<file path="src/rtl/sargantana_icache_pkg.sv">
// sargantana_icache_pkg: shared refill FSM state type and line geometry helper.
package sargantana_icache_pkg;
  typedef enum logic [2:0] {IDLE, REQ, WAIT, WRITE, DRAIN} ifill_state_t;
  function automatic int beats_per_line(input int line_width, input int beat_width);
    return line_width / beat_width;
  endfunction
endpackage

</file>
<file path="src/rtl/sargantana_icache_ifill_if.sv">
// sargantana_icache_ifill_if: L2 line request / beat response bus.
// master (refill engine): drives req_valid/req_addr, receives req_ready and resp_*.
// slave (L2 side): the reverse.
interface sargantana_icache_ifill_if #(
  parameter int ADDR_W = 26,
  parameter int BEAT_W = 128
);
  logic              req_valid;
  logic              req_ready;
  logic [ADDR_W-1:0] req_addr;
  logic              resp_valid;
  logic [BEAT_W-1:0] resp_data;
  logic              resp_err;
  modport master (output req_valid, req_addr, input req_ready, resp_valid, resp_data, resp_err);
  modport slave  (input req_valid, req_addr, output req_ready, resp_valid, resp_data, resp_err);
endinterface

</file>
<file path="src/rtl/sargantana_icache_linebuf.sv">
// sargantana_icache_linebuf: beat-indexed line assembly buffer.
// Ports: clk_i/rst_i; we_i writes beat_i into slot beat_idx_i; line_o is the whole line.
module sargantana_icache_linebuf #(
  parameter int LINE_WIDTH = 512,
  parameter int BEAT_WIDTH = 128,
  parameter int CNT_W      = 2
) (
  input  logic                  clk_i,
  input  logic                  rst_i,
  input  logic                  we_i,
  input  logic [CNT_W-1:0]      beat_idx_i,
  input  logic [BEAT_WIDTH-1:0] beat_i,
  output logic [LINE_WIDTH-1:0] line_o
);
  logic [LINE_WIDTH-1:0] line_q;
  always_ff @(posedge clk_i or posedge rst_i)
    if (rst_i) line_q <= '0;
    else if (we_i) line_q[int'(beat_idx_i)*BEAT_WIDTH +: BEAT_WIDTH] <= beat_i;
  assign line_o = line_q;
endmodule

</file>
<file path="src/rtl/sargantana_icache_ifill.sv">
// sargantana_icache_ifill: icache refill engine (miss capture, L2 request, beat assembly, array write).
// Ports: clk_i/rst_i; miss_* from lookup stage; flush_i kills the refill; l2 bus (master);
// fill_* array write port; busy_o refill in progress; done_o/xcpt_o completion pulses.
module sargantana_icache_ifill
  import sargantana_icache_pkg::*;
#(
  parameter int ICACHE_N_WAY     = 4,
  parameter int ICACHE_TAG_WIDTH = 20,
  parameter int ICACHE_IDX_WIDTH = 6,
  parameter int LINE_WIDTH       = 512,
  parameter int BEAT_WIDTH       = 128,
  localparam int WAY_W           = $clog2(ICACHE_N_WAY)
) (
  input  logic                        clk_i,
  input  logic                        rst_i,
  input  logic                        miss_i,
  input  logic [ICACHE_TAG_WIDTH-1:0] miss_tag_i,
  input  logic [ICACHE_IDX_WIDTH-1:0] miss_idx_i,
  input  logic [WAY_W-1:0]            miss_way_i,
  input  logic                        flush_i,
  sargantana_icache_ifill_if.master   l2,
  output logic                        fill_we_o,
  output logic [WAY_W-1:0]            fill_way_o,
  output logic [ICACHE_IDX_WIDTH-1:0] fill_idx_o,
  output logic [ICACHE_TAG_WIDTH-1:0] fill_tag_o,
  output logic [LINE_WIDTH-1:0]       fill_data_o,
  output logic                        busy_o,
  output logic                        done_o,
  output logic                        xcpt_o
);
  localparam int N_BEATS = beats_per_line(LINE_WIDTH, BEAT_WIDTH);
  localparam int CNT_W   = $clog2(N_BEATS);
  ifill_state_t                state_q, state_d;
  logic [ICACHE_TAG_WIDTH-1:0] tag_q, tag_d;
  logic [ICACHE_IDX_WIDTH-1:0] idx_q, idx_d;
  logic [WAY_W-1:0]            way_q, way_d;
  logic [CNT_W-1:0]            cnt_q, cnt_d;
  logic                        kill_q, kill_d, err_q, err_d;
  logic                        last, buf_we;
  assign last = cnt_q == CNT_W'(N_BEATS - 1);
  always_comb begin
    state_d      = state_q;
    tag_d        = tag_q;
    idx_d        = idx_q;
    way_d        = way_q;
    cnt_d        = cnt_q;
    kill_d       = kill_q;
    err_d        = err_q;
    buf_we       = 1'b0;
    l2.req_valid = 1'b0;
    fill_we_o    = 1'b0;
    done_o       = 1'b0;
    xcpt_o       = 1'b0;
    case (state_q)
      IDLE: if (miss_i && !flush_i) begin
        tag_d   = miss_tag_i;
        idx_d   = miss_idx_i;
        way_d   = miss_way_i;
        cnt_d   = '0;
        kill_d  = 1'b0;
        err_d   = 1'b0;
        state_d = REQ;
      end
      REQ: begin
        l2.req_valid = 1'b1;
        kill_d       = kill_q | flush_i;
        if (l2.req_ready) state_d = (kill_q || flush_i) ? DRAIN : WAIT;
      end
      WAIT: begin
        kill_d = kill_q | flush_i;
        if (l2.resp_valid) begin
          buf_we = 1'b1;
          cnt_d  = last ? '0 : cnt_q + 1'b1;
          err_d  = err_q | l2.resp_err;
        end
        // A flush on the last beat still finishes via WRITE, where the kill flag blocks the write.
        state_d = (l2.resp_valid && last) ? WRITE : flush_i ? DRAIN : WAIT;
      end
      DRAIN: if (l2.resp_valid) begin
        cnt_d  = last ? '0 : cnt_q + 1'b1;
        err_d  = err_q | l2.resp_err;
        if (last) begin
          done_o  = 1'b1;
          xcpt_o  = err_q | l2.resp_err;
          state_d = IDLE;
        end
      end
      WRITE: begin
        fill_we_o = !err_q && !kill_q && !flush_i;
        done_o    = 1'b1;
        xcpt_o    = err_q;
        state_d   = IDLE;
      end
      default: state_d = IDLE;
    endcase
  end
  always_ff @(posedge clk_i or posedge rst_i)
    if (rst_i) begin
      state_q <= IDLE;
      tag_q   <= '0;
      idx_q   <= '0;
      way_q   <= '0;
      cnt_q   <= '0;
      kill_q  <= 1'b0;
      err_q   <= 1'b0;
    end else begin
      state_q <= state_d;
      tag_q   <= tag_d;
      idx_q   <= idx_d;
      way_q   <= way_d;
      cnt_q   <= cnt_d;
      kill_q  <= kill_d;
      err_q   <= err_d;
    end
  sargantana_icache_linebuf #(
    .LINE_WIDTH(LINE_WIDTH),
    .BEAT_WIDTH(BEAT_WIDTH),
    .CNT_W     (CNT_W)
  ) u_linebuf (
    .clk_i     (clk_i),
    .rst_i     (rst_i),
    .we_i      (buf_we),
    .beat_idx_i(cnt_q),
    .beat_i    (l2.resp_data),
    .line_o    (fill_data_o)
  );
  assign l2.req_addr = {tag_q, idx_q};
  assign fill_way_o  = way_q;
  assign fill_idx_o  = idx_q;
  assign fill_tag_o  = tag_q;
  assign busy_o      = state_q != IDLE;
endmodule

</file>
<file path="src/flat_wrapper.sv">
// flat-port wrapper written by rule: the top's interface ports become plain ports
module sargantana_icache_ifill_flat import sargantana_icache_pkg::*;
#(
  parameter int ICACHE_N_WAY     = 4,
  parameter int ICACHE_TAG_WIDTH = 20,
  parameter int ICACHE_IDX_WIDTH = 6,
  parameter int LINE_WIDTH       = 512,
  parameter int BEAT_WIDTH       = 128,
  localparam int WAY_W           = $clog2(ICACHE_N_WAY)
)
  (clk_i, rst_i, miss_i, miss_tag_i, miss_idx_i, miss_way_i, flush_i, fill_we_o, fill_way_o, fill_idx_o, fill_tag_o, fill_data_o, busy_o, done_o, xcpt_o, l2_req_valid, l2_req_addr, l2_req_ready, l2_resp_valid, l2_resp_data, l2_resp_err);
  sargantana_icache_ifill_if #(.ADDR_W(26), .BEAT_W(128)) l2_i ();
  input  logic clk_i;
  input  logic rst_i;
  input  logic miss_i;
  input  logic [ICACHE_TAG_WIDTH-1:0] miss_tag_i;
  input  logic [ICACHE_IDX_WIDTH-1:0] miss_idx_i;
  input  logic [WAY_W-1:0] miss_way_i;
  input  logic flush_i;
  output logic fill_we_o;
  output logic [WAY_W-1:0] fill_way_o;
  output logic [ICACHE_IDX_WIDTH-1:0] fill_idx_o;
  output logic [ICACHE_TAG_WIDTH-1:0] fill_tag_o;
  output logic [LINE_WIDTH-1:0] fill_data_o;
  output logic busy_o;
  output logic done_o;
  output logic xcpt_o;
  output wire logic [$bits(l2_i.req_valid)-1:0] l2_req_valid;
  output wire logic [$bits(l2_i.req_addr)-1:0] l2_req_addr;
  input wire logic [$bits(l2_i.req_ready)-1:0] l2_req_ready;
  input wire logic [$bits(l2_i.resp_valid)-1:0] l2_resp_valid;
  input wire logic [$bits(l2_i.resp_data)-1:0] l2_resp_data;
  input wire logic [$bits(l2_i.resp_err)-1:0] l2_resp_err;
  assign l2_req_valid = l2_i.req_valid;
  assign l2_req_addr = l2_i.req_addr;
  assign l2_i.req_ready = l2_req_ready;
  assign l2_i.resp_valid = l2_resp_valid;
  assign l2_i.resp_data = l2_resp_data;
  assign l2_i.resp_err = l2_resp_err;
  sargantana_icache_ifill #(.ICACHE_N_WAY(ICACHE_N_WAY), .ICACHE_TAG_WIDTH(ICACHE_TAG_WIDTH), .ICACHE_IDX_WIDTH(ICACHE_IDX_WIDTH), .LINE_WIDTH(LINE_WIDTH), .BEAT_WIDTH(BEAT_WIDTH)) u_core (.clk_i(clk_i), .rst_i(rst_i), .miss_i(miss_i), .miss_tag_i(miss_tag_i), .miss_idx_i(miss_idx_i), .miss_way_i(miss_way_i), .flush_i(flush_i), .l2(l2_i), .fill_we_o(fill_we_o), .fill_way_o(fill_way_o), .fill_idx_o(fill_idx_o), .fill_tag_o(fill_tag_o), .fill_data_o(fill_data_o), .busy_o(busy_o), .done_o(done_o), .xcpt_o(xcpt_o));
endmodule
</file>
<file path="config.mk">
export PLATFORM = sky130hd
export DESIGN_NAME = sargantana_icache_ifill_flat
export DESIGN_NICKNAME = d
export VERILOG_FILES = /design/src/rtl/sargantana_icache_pkg.sv /design/src/rtl/sargantana_icache_ifill_if.sv /design/src/rtl/sargantana_icache_linebuf.sv /design/src/rtl/sargantana_icache_ifill.sv /design/src/flat_wrapper.sv
export SDC_FILE = /design/constraint.sdc
export NUM_CORES = 1
export LEC_CHECK = 0
export CORE_AREA = 5 5 279 281
export CTS_BUF_LIST = sky130_fd_sc_hd__clkbuf_2
export CTS_CLUSTER_DIAMETER = 30
export DETAILED_ROUTE_END_ITERATION = 7
export DIE_AREA = 0 0 284 286
export SLEW_MARGIN = 30
export SYNTH_ARGS = -nofsm -noshare
export SYNTH_HDL_FRONTEND = slang
export SYNTH_SLANG_ARGS = --single-unit
</file>
<file path="constraint.sdc">
create_clock -name clk_i -period 18.75 [get_ports clk_i]
set_clock_uncertainty 0.2 [all_clocks]
set_input_delay 4.6875 -clock clk_i [delete_from_list [all_inputs] [get_ports clk_i]]
set_output_delay 4.6875 -clock clk_i [all_outputs]
set_load 0.01 [all_outputs]
</file>
==> impl_metrics.prom <==
# TYPE chip_impl_metric gauge
chip_impl_metric{name="sequential_area_share_after_synthesis",unit="%"} 62.7
chip_impl_info{name="worst-setup-path-type",value="in2out"} 1
chip_impl_metric{name="die_area",unit="mm²"} 0.0812
chip_impl_metric{name="cts-resized-gates",unit=""} 0
chip_impl_metric{name="power.share.combinational",unit="%"} 25.5
chip_impl_metric{name="p_sw_share",unit="%"} 33.3
chip_impl_metric{name="chipWidth",unit="µm"} 284
chip_impl_info{name="min_delay_worst_endpoint",value="u_core.u_linebuf.line_o[494]$_DFFE_PP0P_"} 1
chip_impl_metric{name="setup-violations-final",unit=""} 0
chip_impl_metric{name="path_clk_slew",unit="ns"} 0.08
chip_impl_metric{name="post_drt_antenna_nets",unit=""} 0
chip_impl_metric{name="fillCellCount",unit=""} 7506
chip_impl_metric{name="io_buffer_count",unit=""} 733
chip_impl_metric{name="postCtsSetupRepairBufs",unit=""} 0
chip_impl_metric{name="met1_length",unit="µm"} 33500
chip_impl_metric{name="finalMaxSlewViolations",unit=""} 0
chip_impl_metric{name="detailedPlace.worstSlack",unit="ns"} 7.76
chip_impl_metric{name="yosys_register_bits",unit=""} 547
chip_impl_metric{name="worst-r2r-setup-slack",unit="ns"} 15.19
chip_impl_info{name="rsz0062_at_grt",value="false"} 1
chip_impl_info{name="final_common_cell",value="nand2_1"} 1
chip_impl_metric{name="critical_path_arrival",unit="ns"} 6.10
chip_impl_info{name="critical-path-slowest-cell",value="clkdlybuf4s50_1"} 1
chip_impl_metric{name="floorplan.die.height",unit="µm"} 286
chip_impl_metric{name="grt_antenna_before_repair",unit=""} 2
chip_impl_metric{name="globalplace.congestion",unit=""} 0.818
chip_impl_metric{name="reg2regPathDepth",unit=""} 7
chip_impl_info{name="layout_common_cells",value="nand2_1, clkdlybuf4s50_1, dfrtp_1, o21ai_0, clkbuf_2"} 1
chip_impl_metric{name="cts.sinks",unit=""} 547
chip_impl_metric{name="number_of_nets_produced_by_synthesis",unit=""} 2495
chip_impl_metric{name="io_pins",unit=""} 734
chip_impl_metric{name="final.setup.worst_slack",unit="ns"} 7.77
chip_impl_info{name="worstReg2RegStart",value="u_core.cnt_q[0]$_DFFE_PP0P_"} 1
chip_impl_metric{name="share_clk_of_total_power",unit="%"} 28.9
chip_impl_metric{name="seqCellArea",unit="mm²"} 0.0137
chip_impl_info{name="synth_top_cells_by_area",value="dfrtp_1, nand2_1, o21ai_0, o21ai_1, nand3_1"} 1
chip_impl_info{name="hp-class",value="reg2reg"} 1
chip_impl_info{name="ordered_list_of_cells_on_the_worst_path",value="clkdlybuf4s50_1 > nand4_1 > o21ai_0 > clkdlybuf4s50_1"} 1
chip_impl_metric{name="wl_met2",unit="µm"} 39600
chip_impl_metric{name="clkLatencyLatePin",unit="ns"} 1.19
chip_impl_info{name="synth_area_leader_cell",value="dfrtp_1"} 1
chip_impl_metric{name="achievable-frequency",unit="GHz"} 0.0910
chip_impl_metric{name="tightest_pin_transition",unit="ns"} 1.01
chip_impl_metric{name="fin_tns_setup",unit="ns"} 0
chip_impl_metric{name="grt_overflow_total",unit=""} 0
chip_impl_info{name="rr_endpoint",value="u_core.u_linebuf.line_o[41]$_DFFE_PP0P_"} 1
chip_impl_metric{name="power_per_cell_area",unit="mW/mm²"} 98.2
chip_impl_metric{name="number_of_clock_buffers_inserted_by_tritoncts",unit=""} 159
chip_impl_metric{name="static-leakage-power",unit="nW"} 13.9
chip_impl_metric{name="grt_pass1_wl",unit="µm"} 124000
chip_impl_metric{name="yosysTopAreaCellShare",unit="%"} 62.7
chip_impl_info{name="clock_tree_from_tritoncts",value="yes"} 1
chip_impl_metric{name="min_period_over_period",unit="%"} 58.6
chip_impl_info{name="critical-path-top-delay-family",value="buffers and inverters"} 1
chip_impl_metric{name="cp.required",unit="ns"} 13.86
chip_impl_metric{name="drive_above_1_share",unit="%"} 9.97
chip_impl_metric{name="crit_fanout",unit=""} 4
chip_impl_metric{name="synthesis.instances",unit=""} 2327
chip_impl_metric{name="power.share.sequential",unit="%"} 45.6
chip_impl_metric{name="synth_area_per_inst",unit="µm²"} 9.38
chip_impl_info{name="root_buffer",value="clkbuf_2"} 1
chip_impl_metric{name="first_global_vias",unit=""} 19100
chip_impl_metric{name="max_cap_viol_count",unit=""} 0
chip_impl_metric{name="synthDistinctLibCells",unit=""} 37
chip_impl_metric{name="whs_path_depth",unit=""} 2
chip_impl_metric{name="hold_buffers",unit=""} 0
chip_impl_metric{name="netSwitchingPower",unit="mW"} 1.02
chip_impl_metric{name="first_pass_drt_iterations",unit=""} 5
chip_impl_info{name="timing.critical_path.to_type",value="primary output"} 1
chip_impl_metric{name="drt_first_iter_violations",unit=""} 963
chip_impl_metric{name="route.final.wire_length",unit="µm"} 82100
chip_impl_metric{name="timing.critical_path.buf_inv",unit=""} 2
chip_impl_metric{name="hpwl",unit="µm"} 55200
chip_impl_metric{name="routed_via_density",unit=""} 4.53
chip_impl_metric{name="cpPeakStageDelay",unit="ns"} 0.56
chip_impl_metric{name="intPower",unit="mW"} 2.04
chip_impl_info{name="top_routing_layer_used",value="met4"} 1
chip_impl_metric{name="relSlewSlack",unit="%"} 32.9
chip_impl_metric{name="route.detailed.drc",unit=""} 0
chip_impl_metric{name="cts.path.max_buffers",unit=""} 3
chip_impl_metric{name="report.final.hold_viol_count",unit=""} 0
chip_impl_metric{name="report.power.total",unit="mW"} 3.06
chip_impl_metric{name="detail_route.wl_per_cell",unit="µm"} 19.8
chip_impl_metric{name="grt_start_max_net_pins",unit=""} 166
chip_impl_info{name="holdCritStartpoint",value="u_core.u_linebuf.line_o[494]$_DFFE_PP0P_"} 1
chip_impl_metric{name="placement_rows",unit=""} 101
chip_impl_metric{name="initial_core_util",unit="%"} 29.0
chip_impl_info{name="cpMostUsedCell",value="clkdlybuf4s50_1"} 1
chip_impl_metric{name="global_route_usage_over_all_layers",unit="%"} 19.7
chip_impl_info{name="timing.critical_path.from_type",value="input pin"} 1
chip_impl_metric{name="synthesis.yosys.warnings",unit=""} 0
chip_impl_metric{name="met3RoutedLength",unit="µm"} 6880
chip_impl_metric{name="critical_path_cell_count",unit=""} 4
chip_impl_metric{name="layout.nets",unit=""} 3224
chip_impl_metric{name="placeableCoreArea",unit="mm²"} 0.0752
chip_impl_metric{name="syn2layout_area_growth",unit="%"} 43.0
chip_impl_metric{name="routed-via-count",unit=""} 18800
chip_impl_metric{name="power.ir.vdd_worst",unit="V"} 0.0000516
chip_impl_metric{name="synth_area",unit="mm²"} 0.0218
chip_impl_metric{name="htree_num_levels",unit=""} 4
chip_impl_metric{name="area_of_the_multi_input_gates",unit="mm²"} 0.00713
chip_impl_metric{name="shortest_clock_period_the_worst_path_allows_after_layout",unit="ns"} 10.98
chip_impl_info{name="status",value="finished clean"} 1
## registers in the layout, summed over array words and instances (netlist names)
register and cells:
u_core.err_q 1, u_core.kill_q 1, u_core.state_q 3, u_core.cnt_q 2, u_core.fill_way_o 2, u_core.u_linebuf.line_o 512, u_core.fill_tag_o 20, u_core.fill_idx_o 6
## how the worst max path moves through the flow
| stage | startpoint | to |
|---|---|---|
| floorplan | rst_i | u_core.cnt_q[0]$_DFFE_PP0P_ |
| global placement | flush_i | fill_we_o |
| detailed placement | flush_i | fill_we_o |
| CTS | flush_i | fill_we_o |
| global route | flush_i | fill_we_o |
| finish | l2_resp_valid | xcpt_o |
## cell type report
type	count	area share (%)
clock inverter	55	1.04
tap	978	3.92
multi-input combinational	1577	22.8
antenna	3	0.0241
timing repair buffer	764	24.7
clock buffer	218	3.50
inverter	7	0.0963
sequential	547	43.9
## cells by family after synthesis
family / after synthesis / synth area share [%]
AOI/OAI and AO/OA: 422 / 10.2
adders and majority gates: 5 / 0.287
buffers and inverters: 203 / 4.89
DFF: 547 / 62.7
muxes: 30 / 1.54
and+or+nand+nor: 1120 / 20.4
## cell usage after synthesis
library cell,number
mux2_2,29
nor2b_1,3
o32a_1,1
nor3_2,1
buf_1,15
buf_2,63
nand3_1,105
nor3b_2,1
buf_6,15
nor3b_4,1
nor3b_1,2
nand2b_1,2
mux2i_1,1
nand4_1,1
o21ai_0,268
nor4b_1,1
a21oi_1,3
nor4b_4,1
clkbuf_1,73
ha_1,5
inv_1,6
dfrtp_1,547
or4_1,1
nor4_1,1
buf_4,30
o21a_1,1
nand2_1,986
o21ai_1,121
nand4b_1,1
inv_2,1
a22o_1,26
o22ai_1,1
nor3_1,1
a31oi_1,1
nor2_1,9
and4bb_4,1
and2_1,2
## worst register-to-register path, stage by stage, from the launching register on
cell	delay [ns]
dfrtp_1	0.50
inv_2	0.17
ha_1	0.44
nor3b_2	0.19
buf_4	0.68
buf_4	0.76
nand2_1	0.31
o21ai_0	0.17
## stage by stage
stage	hold slack (ns)	area, µm²	std cells	util, %
global route	0.295	31200	4148	41.5
CTS	0.273	31100	4142	41.3
floorplan	0.305	21800	2327	-
detailed placement	0.254	29700	3869	39.4
finish	0.266	31200	4149	41.5
global placement	0.248	29600	3867	39.4
## power groups by stage
stage | Combinational (mW) | Clock (mW) | Sequential [mW]
floorplan | 0.293 | 0 | 1.46
global placement | 0.783 | 0 | 1.42
detailed placement | 0.788 | 0 | 1.42
CTS | 0.790 | 0.930 | 1.40
global route | 0.840 | 0.998 | 1.42
finish | 0.780 | 0.885 | 1.40
## per-layer routing
metal  global-route usage, %  vias to the layer above
met5                       0                        -
met4                    6.72                        0
met3                    7.55                      125
met2                    32.2                      649
met1                    23.9                     8951
li1                        -                     9060
Power figures use the tool's default switching activity.
